===== src/rtl/pipeline_ctrl_pkg.sv =====
// Shared definitions for the layer control path.
//   - command opcodes and their payload lengths
//   - FSM state encoding
//   - overlay-mode encodings
//   - layer count limit
package pipeline_ctrl_pkg;

  localparam int unsigned MAX_LAYERS = 16;
  localparam int unsigned NUM_FIELDS = 10;  // opcodes 0x0..0x9 map 1:1 onto register fields

  // Command opcodes (header byte bits [7:4])
  localparam logic [3:0] OP_MODE        = 4'h0;
  localparam logic [3:0] OP_SCALE       = 4'h1;
  localparam logic [3:0] OP_OFFSET_X    = 4'h2;
  localparam logic [3:0] OP_OFFSET_Y    = 4'h3;
  localparam logic [3:0] OP_TRANSP      = 4'h4;
  localparam logic [3:0] OP_CLIP_LEFT   = 4'h5;
  localparam logic [3:0] OP_CLIP_RIGHT  = 4'h6;
  localparam logic [3:0] OP_CLIP_TOP    = 4'h7;
  localparam logic [3:0] OP_CLIP_BOTTOM = 4'h8;
  localparam logic [3:0] OP_FREEZE      = 4'h9;
  localparam logic [3:0] OP_IMAGE       = 4'hA;
  localparam logic [3:0] OP_COMMIT      = 4'hB;

  // Overlay modes
  localparam logic [1:0] OVL_NONE   = 2'd0;
  localparam logic [1:0] OVL_CHROMA = 2'd1;
  localparam logic [1:0] OVL_DIRECT = 2'd2;

  // Command decoder FSM states
  typedef logic [1:0] state_t;
  localparam state_t ST_IDLE    = 2'd0;
  localparam state_t ST_PAYLOAD = 2'd1;
  localparam state_t ST_DISCARD = 2'd2;

  // Payload byte count per opcode; undefined opcodes report 0.
  function automatic logic [2:0] payload_len(input logic [3:0] op);
    logic [2:0] len;
    case (op)
      OP_MODE, OP_SCALE, OP_TRANSP, OP_FREEZE:            len = 3'd1;
      OP_OFFSET_X, OP_OFFSET_Y, OP_CLIP_LEFT, OP_CLIP_RIGHT,
      OP_CLIP_TOP, OP_CLIP_BOTTOM:                        len = 3'd2;
      OP_IMAGE:                                           len = 3'd6;
      default:                                            len = 3'd0;
    endcase
    return len;
  endfunction

endpackage


===== src/rtl/ctrl_layer_regs.sv =====
// One foreground layer's control register set.
//   clk, rst     : clock, asynchronous active-high reset
//   we, wdata    : per-field write enables (indexed by opcode) and right-aligned write data
//   commit       : copies staged values to the live outputs (shadowed build only)
//   overlay_mode .. fg_freeze : live field values
// Build option: LAYER_CTRL_SHADOW_EN adds a live bank behind the staging bank; without it the
// staging registers drive the outputs directly.
module ctrl_layer_regs
  import pipeline_ctrl_pkg::*;
#(
  parameter int unsigned PRECISION              = 11,
  parameter int unsigned TRANSPARENCY_PRECISION = 3,
  parameter int unsigned DATA_W                 = 12
) (
  input  logic                              clk,
  input  logic                              rst,
  input  logic [NUM_FIELDS-1:0]             we,
  input  logic [DATA_W-1:0]                 wdata,
  input  logic                              commit,
  output logic [1:0]                        overlay_mode,
  output logic [1:0]                        fg_scale,
  output logic [PRECISION:0]                fg_offset_x,
  output logic [PRECISION:0]                fg_offset_y,
  output logic [TRANSPARENCY_PRECISION-1:0] fg_transparency,
  output logic [PRECISION-1:0]              fg_clip_left,
  output logic [PRECISION-1:0]              fg_clip_right,
  output logic [PRECISION-1:0]              fg_clip_top,
  output logic [PRECISION-1:0]              fg_clip_bottom,
  output logic                              fg_freeze
);

  localparam int unsigned SET_W = 4 + 2 * (PRECISION + 1) + TRANSPARENCY_PRECISION
                                  + 4 * PRECISION + 1;

  logic [1:0]                        mode_s, scale_s;
  logic [PRECISION:0]                offx_s, offy_s;
  logic [TRANSPARENCY_PRECISION-1:0] transp_s;
  logic [PRECISION-1:0]              cl_s, cr_s, ct_s, cb_s;
  logic                              freeze_s;
  logic [SET_W-1:0]                  staged, live;

  always_ff @(posedge clk or posedge rst) begin
    if (rst) begin
      mode_s   <= OVL_NONE;
      scale_s  <= '0;
      offx_s   <= '0;
      offy_s   <= '0;
      transp_s <= '0;
      cl_s     <= '0;
      cr_s     <= '0;
      ct_s     <= '0;
      cb_s     <= '0;
      freeze_s <= 1'b0;
    end else begin
      if (we[OP_MODE])        mode_s   <= wdata[1:0];
      if (we[OP_SCALE])       scale_s  <= wdata[1:0];
      if (we[OP_OFFSET_X])    offx_s   <= wdata[PRECISION:0];
      if (we[OP_OFFSET_Y])    offy_s   <= wdata[PRECISION:0];
      if (we[OP_TRANSP])      transp_s <= wdata[TRANSPARENCY_PRECISION-1:0];
      if (we[OP_CLIP_LEFT])   cl_s     <= wdata[PRECISION-1:0];
      if (we[OP_CLIP_RIGHT])  cr_s     <= wdata[PRECISION-1:0];
      if (we[OP_CLIP_TOP])    ct_s     <= wdata[PRECISION-1:0];
      if (we[OP_CLIP_BOTTOM]) cb_s     <= wdata[PRECISION-1:0];
      if (we[OP_FREEZE])      freeze_s <= wdata[0];
    end
  end

  assign staged = {freeze_s, cb_s, ct_s, cr_s, cl_s, transp_s, offy_s, offx_s, scale_s, mode_s};

`ifdef LAYER_CTRL_SHADOW_EN
  logic [SET_W-1:0] live_q;

  // Non-blocking copy means a write landing on the commit edge is held for the next commit.
  always_ff @(posedge clk or posedge rst) begin
    if (rst) begin
      live_q <= '0;
    end else if (commit) begin
      live_q <= staged;
    end
  end

  assign live = live_q;
`else
  logic unused_commit;
  assign unused_commit = commit;
  assign live          = staged;
`endif

  assign {fg_freeze, fg_clip_bottom, fg_clip_top, fg_clip_right, fg_clip_left, fg_transparency,
          fg_offset_y, fg_offset_x, fg_scale, overlay_mode} = live;

endmodule


===== src/rtl/layer_control_bank.sv =====
// Byte-stream command decoder driving NUM_LAYERS foreground-layer control register sets and
// forwarding image-pixel writes.
//   clk, rst             : clock, asynchronous active-high reset
//   cmd_byte, cmd_valid  : command/payload byte stream, one byte per cycle, no backpressure
//   cmd_abort            : terminates any partial command (wins over cmd_valid)
//   frame_start          : frame boundary pulse, commits staged layer settings
//   ctrl_*               : per-layer live settings, layer 0 in the LSBs
//   ctrl_image_pixel*    : image write coordinates/value with a one-cycle ready strobe
//   err_count            : saturating protocol-error counter
// Build option: LAYER_CTRL_SHADOW_EN enables staging/commit; otherwise writes go straight live
// and frame_start / commit-now have no effect.
module layer_control_bank
  import pipeline_ctrl_pkg::*;
#(
  parameter int unsigned NUM_LAYERS             = 2,
  parameter int unsigned PRECISION              = 11,
  parameter int unsigned PIXEL_SIZE             = 16,
  parameter int unsigned RESOLUTION_X           = 800,
  parameter int unsigned RESOLUTION_Y           = 600,
  parameter int unsigned TRANSPARENCY_PRECISION = 3
) (
  input  logic                                         clk,
  input  logic                                         rst,
  input  logic [7:0]                                   cmd_byte,
  input  logic                                         cmd_valid,
  input  logic                                         cmd_abort,
  input  logic                                         frame_start,
  output logic [2*NUM_LAYERS-1:0]                      ctrl_overlay_mode,
  output logic [2*NUM_LAYERS-1:0]                      ctrl_fg_scale,
  output logic [(PRECISION+1)*NUM_LAYERS-1:0]          ctrl_fg_offset_x,
  output logic [(PRECISION+1)*NUM_LAYERS-1:0]          ctrl_fg_offset_y,
  output logic [TRANSPARENCY_PRECISION*NUM_LAYERS-1:0] ctrl_fg_transparency,
  output logic [PRECISION*NUM_LAYERS-1:0]              ctrl_fg_clip_left,
  output logic [PRECISION*NUM_LAYERS-1:0]              ctrl_fg_clip_right,
  output logic [PRECISION*NUM_LAYERS-1:0]              ctrl_fg_clip_top,
  output logic [PRECISION*NUM_LAYERS-1:0]              ctrl_fg_clip_bottom,
  output logic [NUM_LAYERS-1:0]                        ctrl_fg_freeze,
  output logic [PRECISION-1:0]                         ctrl_image_pixel_x,
  output logic [PRECISION-1:0]                         ctrl_image_pixel_y,
  output logic [PIXEL_SIZE-1:0]                        ctrl_image_pixel,
  output logic                                         ctrl_image_pixel_ready,
  output logic [7:0]                                   err_count
);

  localparam int unsigned DATA_W = (PRECISION + 1 > TRANSPARENCY_PRECISION) ?
                                   PRECISION + 1 : TRANSPARENCY_PRECISION;

  state_t      state_q, state_d;
  logic [2:0]  cnt_q, cnt_d;
  logic [3:0]  op_q, op_d;
  logic [3:0]  layer_q, layer_d;
  // First five payload bytes; the sixth comes straight from cmd_byte to form the 48-bit word.
  logic [39:0] asm_q, asm_d;
  logic [7:0]  err_q;

  logic [PRECISION-1:0]  px_x_q, px_y_q;
  logic [PIXEL_SIZE-1:0] pix_q;
  logic                  ready_q;

  logic                  byte_ok, last_byte, is_reg_op, layer_ok, img_ok;
  logic                  reg_write, img_write, err_inc, commit_now, commit;
  logic [3:0]            hdr_op;
  logic [2:0]            hdr_len;
  logic [47:0]           word;
  logic [15:0]           img_x, img_y, img_pix;
  logic [NUM_FIELDS-1:0] field_we;

  assign byte_ok   = cmd_valid & ~cmd_abort;
  assign hdr_op    = cmd_byte[7:4];
  assign hdr_len   = payload_len(hdr_op);
  assign word      = {asm_q, cmd_byte};
  assign img_x     = word[47:32];
  assign img_y     = word[31:16];
  assign img_pix   = word[15:0];
  assign last_byte = (state_q == ST_PAYLOAD) && byte_ok && (cnt_q == 3'd1);
  assign is_reg_op = (op_q <= OP_FREEZE);
  assign layer_ok  = 32'(layer_q) < NUM_LAYERS;
  // Bounds are checked on the full 16-bit payload, before truncation to PRECISION.
  assign img_ok    = (32'(img_x) < RESOLUTION_X) && (32'(img_y) < RESOLUTION_Y);
  assign reg_write = last_byte && is_reg_op && layer_ok;
  assign img_write = last_byte && (op_q == OP_IMAGE) && img_ok;

  assign commit_now = (state_q == ST_IDLE) && byte_ok && (hdr_op == OP_COMMIT);
  assign commit     = frame_start | commit_now;

  always_comb begin
    field_we = '0;
    if (reg_write) field_we[op_q] = 1'b1;
  end

  always_comb begin
    state_d = state_q;
    cnt_d   = cnt_q;
    op_d    = op_q;
    layer_d = layer_q;
    asm_d   = asm_q;
    err_inc = 1'b0;
    if (cmd_abort) begin
      if (state_q == ST_PAYLOAD) err_inc = 1'b1;
      state_d = ST_IDLE;
    end else if (cmd_valid) begin
      case (state_q)
        ST_IDLE: begin
          op_d    = hdr_op;
          layer_d = cmd_byte[3:0];
          asm_d   = '0;  // keeps short payloads right-aligned with zero upper bits
          cnt_d   = hdr_len;
          if (hdr_op > OP_COMMIT) begin
            state_d = ST_DISCARD;
            err_inc = 1'b1;
          end else if (hdr_len != 3'd0) begin
            state_d = ST_PAYLOAD;
          end
        end
        ST_PAYLOAD: begin
          asm_d = word[39:0];
          cnt_d = cnt_q - 3'd1;
          if (cnt_q == 3'd1) begin
            state_d = ST_IDLE;
            if ((is_reg_op && !layer_ok) || ((op_q == OP_IMAGE) && !img_ok)) err_inc = 1'b1;
          end
        end
        ST_DISCARD: state_d = ST_DISCARD;
        default:    state_d = ST_IDLE;
      endcase
    end
  end

  always_ff @(posedge clk or posedge rst) begin
    if (rst) begin
      state_q <= ST_IDLE;
      cnt_q   <= '0;
      op_q    <= '0;
      layer_q <= '0;
      asm_q   <= '0;
      err_q   <= '0;
      px_x_q  <= '0;
      px_y_q  <= '0;
      pix_q   <= '0;
      ready_q <= 1'b0;
    end else begin
      state_q <= state_d;
      cnt_q   <= cnt_d;
      op_q    <= op_d;
      layer_q <= layer_d;
      asm_q   <= asm_d;
      if (err_inc && (err_q != 8'hFF)) err_q <= err_q + 8'd1;
      ready_q <= img_write;
      if (img_write) begin
        px_x_q <= img_x[PRECISION-1:0];
        px_y_q <= img_y[PRECISION-1:0];
        pix_q  <= PIXEL_SIZE'(img_pix);
      end
    end
  end

  assign ctrl_image_pixel_x     = px_x_q;
  assign ctrl_image_pixel_y     = px_y_q;
  assign ctrl_image_pixel       = pix_q;
  assign ctrl_image_pixel_ready = ready_q;
  assign err_count              = err_q;

  for (genvar g = 0; g < NUM_LAYERS; g++) begin : g_layer
    logic [NUM_FIELDS-1:0] we;
    assign we = (layer_q == 4'(g)) ? field_we : '0;

    ctrl_layer_regs #(
      .PRECISION              (PRECISION),
      .TRANSPARENCY_PRECISION (TRANSPARENCY_PRECISION),
      .DATA_W                 (DATA_W)
    ) u_regs (
      .clk             (clk),
      .rst             (rst),
      .we              (we),
      .wdata           (word[DATA_W-1:0]),
      .commit          (commit),
      .overlay_mode    (ctrl_overlay_mode[g*2 +: 2]),
      .fg_scale        (ctrl_fg_scale[g*2 +: 2]),
      .fg_offset_x     (ctrl_fg_offset_x[g*(PRECISION+1) +: PRECISION+1]),
      .fg_offset_y     (ctrl_fg_offset_y[g*(PRECISION+1) +: PRECISION+1]),
      .fg_transparency (ctrl_fg_transparency[g*TRANSPARENCY_PRECISION +: TRANSPARENCY_PRECISION]),
      .fg_clip_left    (ctrl_fg_clip_left[g*PRECISION +: PRECISION]),
      .fg_clip_right   (ctrl_fg_clip_right[g*PRECISION +: PRECISION]),
      .fg_clip_top     (ctrl_fg_clip_top[g*PRECISION +: PRECISION]),
      .fg_clip_bottom  (ctrl_fg_clip_bottom[g*PRECISION +: PRECISION]),
      .fg_freeze       (ctrl_fg_freeze[g])
    );
  end

endmodule


===== config.mk =====
export PLATFORM = sky130hd
export DESIGN_NAME = layer_control_bank
export DESIGN_NICKNAME = d
export VERILOG_FILES = /design/src/rtl/pipeline_ctrl_pkg.sv /design/src/rtl/ctrl_layer_regs.sv /design/src/rtl/layer_control_bank.sv
export SDC_FILE = /design/constraint.sdc
export NUM_CORES = 1
export LEC_CHECK = 0
export ABC_AREA = 1
export BUFFER_PORTS_ARGS = -buffer_cell sky130_fd_sc_hd__buf_2
export CAP_MARGIN = 20
export CORE_UTILIZATION = 24
export CTS_BUF_LIST = sky130_fd_sc_hd__clkbuf_2 sky130_fd_sc_hd__clkbuf_4 sky130_fd_sc_hd__clkbuf_8
export DETAILED_ROUTE_END_ITERATION = 7
export GPL_TIMING_DRIVEN = 1
export HOLD_SLACK_MARGIN = 0.15
export PLACE_DENSITY_LB_ADDON = 0.08
export SYNTH_ARGS = -nofsm -noshare
export SYNTH_HDL_FRONTEND = slang
export SYNTH_SLANG_ARGS = --single-unit
export TNS_END_PERCENT = 1

===== constraint.sdc =====
create_clock -name clk -period 16.2 [get_ports clk]
set_input_delay 0 -clock clk [delete_from_list [all_inputs] [get_ports clk]]
set_output_delay 0 -clock clk [all_outputs]
set_load 0.05 [all_outputs]

==> results.md <==
- The data required time of the worst path is approximately 17 ns.
- The worst register-to-register path has a setup slack of approximately 14 ns.
- The clock latency of the later-clocked register in the worst-skew pair is ~0.60 ns.
- Synthesis handed over a netlist of between 900 and 1000 instances.
- The aggregate routed wire length is around 30 mm.
- The core footprint is roughly 0.040 mm^2.
- After global routing the overflow that remains totals 0.
- Dividing the detail-routed via count by the number of cells gives approximately 4.2.
- The worst setup path is launched from a primary input.
- The net count of the mapped netlist is roughly 1000.
- The cell with the most instances after synthesis is sky130_fd_sc_hd__dfrtp_1.
- The mapped cell area is just under 0.01 mm^2.
- For this design the top-level I/O count stands at ~210.
- The residual DRC count is 0.
- Relative to the synthesized area, the layout overhead comes to 27.9%.
- After synthesis, the cell types taking the most area are sky130_fd_sc_hd__dfrtp_1, sky130_fd_sc_hd__nand2_1, sky130_fd_sc_hd__o21ai_0.
- The placed instance area is ~0.011 mm^2.
- In this design, the stage delay of the slowest critical-path cell is approximately 0.58 ns.
- Traced cell by cell, the critical path runs through dlygate4sd3_1 -> buf_2 -> a21oi_1 -> dlygate4sd3_1 -> o21ai_0 -> nand4_1 -> nor3_1 -> nor2_1 -> nand3_1 -> dlygate4sd3_1 -> o21ai_0 -> dlygate4sd3_1.
- The largest net degree at the start of global routing is approximately 140.
- The worst setup path is of the in2reg kind.
- Setup repair after global routing left no endpoint under its margin.
- Net switching is ~29% of the power.
- In this design, the critical path's most frequently occurring cell is sky130_fd_sc_hd__dlygate4sd3_1.
- The number of vias after detailed routing is about 7300.
- The clock share of power is around 44%.
- Final hold analysis gives a worst-case slack of between 0.15 and 0.2 ns.
- The pre-antenna-repair detailed-routing pass consisted of 5 iterations.
- The share of synthesized registers carrying an async set or reset is between 90% and 100%.
- The clock tree buffer depth is 3.
- Buffers placed on the I/O ports in this run total 210.
- The TritonCTS clock tree is built.
- Adding up every negative setup slack in the final design gives 0 ns.
- The number of warnings reported in the yosys synthesis log is 0.
- Among all stages on the critical path, the largest delay is contributed by sky130_fd_sc_hd__dlygate4sd3_1.
- The worst hold path belongs to the class in2reg.
- The final period demand of the worst path is about 2.7 ns.
- Headroom to the max-slew limit came out at a little over a quarter.
- After the flow finishes, the layout carries non-filler instances totaling ~1800.
- For this run, the post-layout net count is about 1200.
- The die covers just over 0.04 mm^2.
- The register clock-pin slew on the reported worst setup and hold paths is about 0.06 ns.
- The commonest cells after synthesis are sky130_fd_sc_hd__dfrtp_1, sky130_fd_sc_hd__nand2_1, sky130_fd_sc_hd__o21ai_0, sky130_fd_sc_hd__inv_1, sky130_fd_sc_hd__o22ai_1.
- The setup violation total in the final timing report is 0.
- The multi-input combinational cell area is ~0.0029 mm^2.
- The via count of the first global-routing pass is around 7400.
- The final-layout fill cell count is 4284.
- The measured slew at the worst slew-check pin is around 1.1 ns.
- The leakage power of the design is 6.34 nW.
- In this run the power density over the cells is approximately 120 mW/mm^2.
- The switching power total is approximately 440 uW.
- Yosys mapped a number of flops with a built-in enable equal to 0.
- The top-area cell type share of the netlist area is between 60 and 70%.
- The run finished with clean final reports.
- The internal power summed over all cells is 1.10 mW.
- Averaged over all synthesized cells, the footprint is around 10 um^2.
- The die is 204 um wide.
- The maximum fanout encountered on the critical timing path is 5.
- The final critical path takes up around 16% of the cycle.
- The library cell occupying the most area in the post-synthesis netlist is sky130_fd_sc_hd__dfrtp_1.
- The final-report max-slew violation count is 0.
- Data on the critical path arrives at its endpoint at approximately 3.2 ns.
- The post-synthesis register bit count is 252.
- The predominant post-synthesis flop cell is sky130_fd_sc_hd__dfrtp_1.
- The overall fraction of global-route tracks in use is 15.1%.
- The weighted congestion at the end of routability-driven global placement is 0.723.
- Dividing the detail-routed wire length by the instance count gives 17.6 um.
- The clock root buffer is sky130_fd_sc_hd__clkbuf_8.
- In this run, the number of DRC markers left after iteration 0 of detailed routing was 365.
- The layout cell share with drive strength beyond 1 is 27.6%.
- The number of hold violations in the final report is 0.
- The maximum vdd drop is 63.3 uV.
- Across the whole layout, storage elements account for 0.00631 mm^2.
- The number of distinct standard cells referenced by the synthesized netlist is 36.
- The wire length of the first global-routing pass is approximately 47 mm.
- The starting utilization of the core area is between 20% and 30%.
- The initial antenna violation count came to 0.
- Detailed placement finished with a half-perimeter wire length of 19.2 mm.
- In this run, placement finished with an instance count of 1654.
- The max-capacitance violation count is 0.
- Summing the sequential cell areas from Yosys gives about 64% of the chip area.
- Counting every sink on the clock net gives between 200 and 300.
- The number of levels the H-tree was split into is 2.
- The number of nets still failing antenna checks after routing is 0.
- The register share of total power is 43.8%.
- Combinational logic burns approximately 12% of the power.
- STA classifies the critical path endpoint as a flop.
- For the final database, setup skew stands at ~0.029 ns.
- The maximum achievable frequency is around 380 MHz.
- Once layout is done, the placed cells without fillers occupy 0.0125 mm^2.
- In this run the vertical extent of the chip is a little over 200 um.
- The CTS buffer count is between 40 and 50.
- The row count is 73.
## registers in the layout, summed over array words and instances (netlist names), 4 cells and up
| signal | flops |
|---|---|
| g_layer.u_regs.fg_clip_bottom | 22 |
| ctrl_image_pixel_x | 11 |
| g_layer.u_regs.overlay_mode | 4 |
| g_layer.u_regs.fg_clip_top | 22 |
| op_q | 4 |
| asm_q | 40 |
| ctrl_image_pixel | 16 |
| g_layer.u_regs.fg_clip_left | 22 |
| g_layer.u_regs.fg_clip_right | 22 |
| g_layer.u_regs.fg_scale | 4 |
| err_count | 8 |
| g_layer.u_regs.fg_offset_y | 24 |
| g_layer.u_regs.fg_transparency | 6 |
| layer_q | 4 |
| ctrl_image_pixel_y | 11 |
| g_layer.u_regs.fg_offset_x | 24 |
## final cells by class
type / count / share of cell area [%]
antenna: 1 / 0.0200
clock buffer: 77 / 7.77
clock inverter: 10 / 0.640
inverter: 72 / 2.23
multi-input combinational: 588 / 23.1
sequential: 252 / 50.4
tap: 525 / 5.25
timing repair buffer: 235 / 10.5
## stage by stage
step                utilization, %  total power [mW]  setup WS [ns]
floorplan                        -             0.810           9.27
global placement              28.1             0.870          13.66
detailed placement            28.2             0.871          13.62
CTS                           31.3              1.58          13.55
global route                  31.3              1.62          13.25
finish                        31.3              1.54          13.53
## logic make-up (layout without fill, tap and decap cells)
group                      Yosys count  count (layout)  synth area share (%)
and+or+nand+nor                    327             327                  14.6
DFF                                252             252                  64.5
AOI/OAI and AO/OA                  251             251                  13.9
buffers and inverters              128             394                  5.94
xor gates and xnor gates             7               7                 0.627
adders and majority gates            3               3                 0.384
other                                0               1                     0
## worst max-delay path, delay by kind of cell
kind / cells / cell delay [ns]
compound gates: 3 / 0.35
buf+inv: 5 / 2.41
simple gates: 4 / 0.44
## power groups by stage
| stage | Clock [mW] | Combinational, mW | Sequential [mW] |
|---|---|---|---|
| 2_1_floorplan | 0 | 0.101 | 0.708 |
| 3_3_place_gp | 0 | 0.186 | 0.684 |
| 3_5_place_dp | 0 | 0.186 | 0.684 |
| 4_1_cts | 0.711 | 0.192 | 0.673 |
| 5_1_grt | 0.735 | 0.208 | 0.677 |
| 6_report | 0.678 | 0.186 | 0.674 |
## layer usage
metal  GRT usage, %  part of all wire [%]
met5              0                     0
met4           5.75                   2.2
met2           23.3                    45
met3           4.75                   7.2
met1           19.7                    45
## cell usage in the layout, fill, tap and decap left out, types with 3 or more instances in the layout
master / n
sky130_fd_sc_hd__o21ai_0: 157
sky130_fd_sc_hd__nand2_1: 247
sky130_fd_sc_hd__clkinv_2: 8
sky130_fd_sc_hd__clkbuf_8: 63
sky130_fd_sc_hd__xor2_1: 4
sky130_fd_sc_hd__nand3_4: 6
sky130_fd_sc_hd__o21ai_2: 14
sky130_fd_sc_hd__xnor2_1: 3
sky130_fd_sc_hd__inv_1: 67
sky130_fd_sc_hd__nor2_1: 30
sky130_fd_sc_hd__nand3_1: 26
sky130_fd_sc_hd__nor3_1: 4
sky130_fd_sc_hd__o22ai_1: 38
sky130_fd_sc_hd__clkbuf_4: 14
sky130_fd_sc_hd__buf_4: 5
sky130_fd_sc_hd__o21ai_1: 35
sky130_fd_sc_hd__dfrtp_1: 252
sky130_fd_sc_hd__ha_1: 3
sky130_fd_sc_hd__a21oi_1: 5
sky130_fd_sc_hd__buf_2: 210
sky130_fd_sc_hd__dlygate4sd3_1: 18
sky130_fd_sc_hd__nor2_4: 3
## final timing paths
| path | startpoint | endpoint | cells past startpoint |
|---|---|---|---|
| min reg2reg | ctrl_image_pixel_x[5] | ctrl_image_pixel_x[5] | 2 |
| max reg2reg | cnt_q[1] | g_layer[0].u_regs.fg_clip_top[2] | 8 |
| max | cmd_byte[6] | state_q[1] | 12 |
| min in group asynchronous | rst | g_layer[0].u_regs.fg_offset_y[7] | 4 |
| max in group asynchronous | rst | g_layer[0].u_regs.overlay_mode[0] | 5 |
| min | cmd_byte[2] | g_layer[1].u_regs.fg_clip_top[2] | 3 |
## what timing repair did
item	CTS	global route
endpoints found under the hold margin	170	0
gates resized for setup	0	0
buffers inserted	0	0
hold buffers	18	0
(Power assumes the default switching activity.)
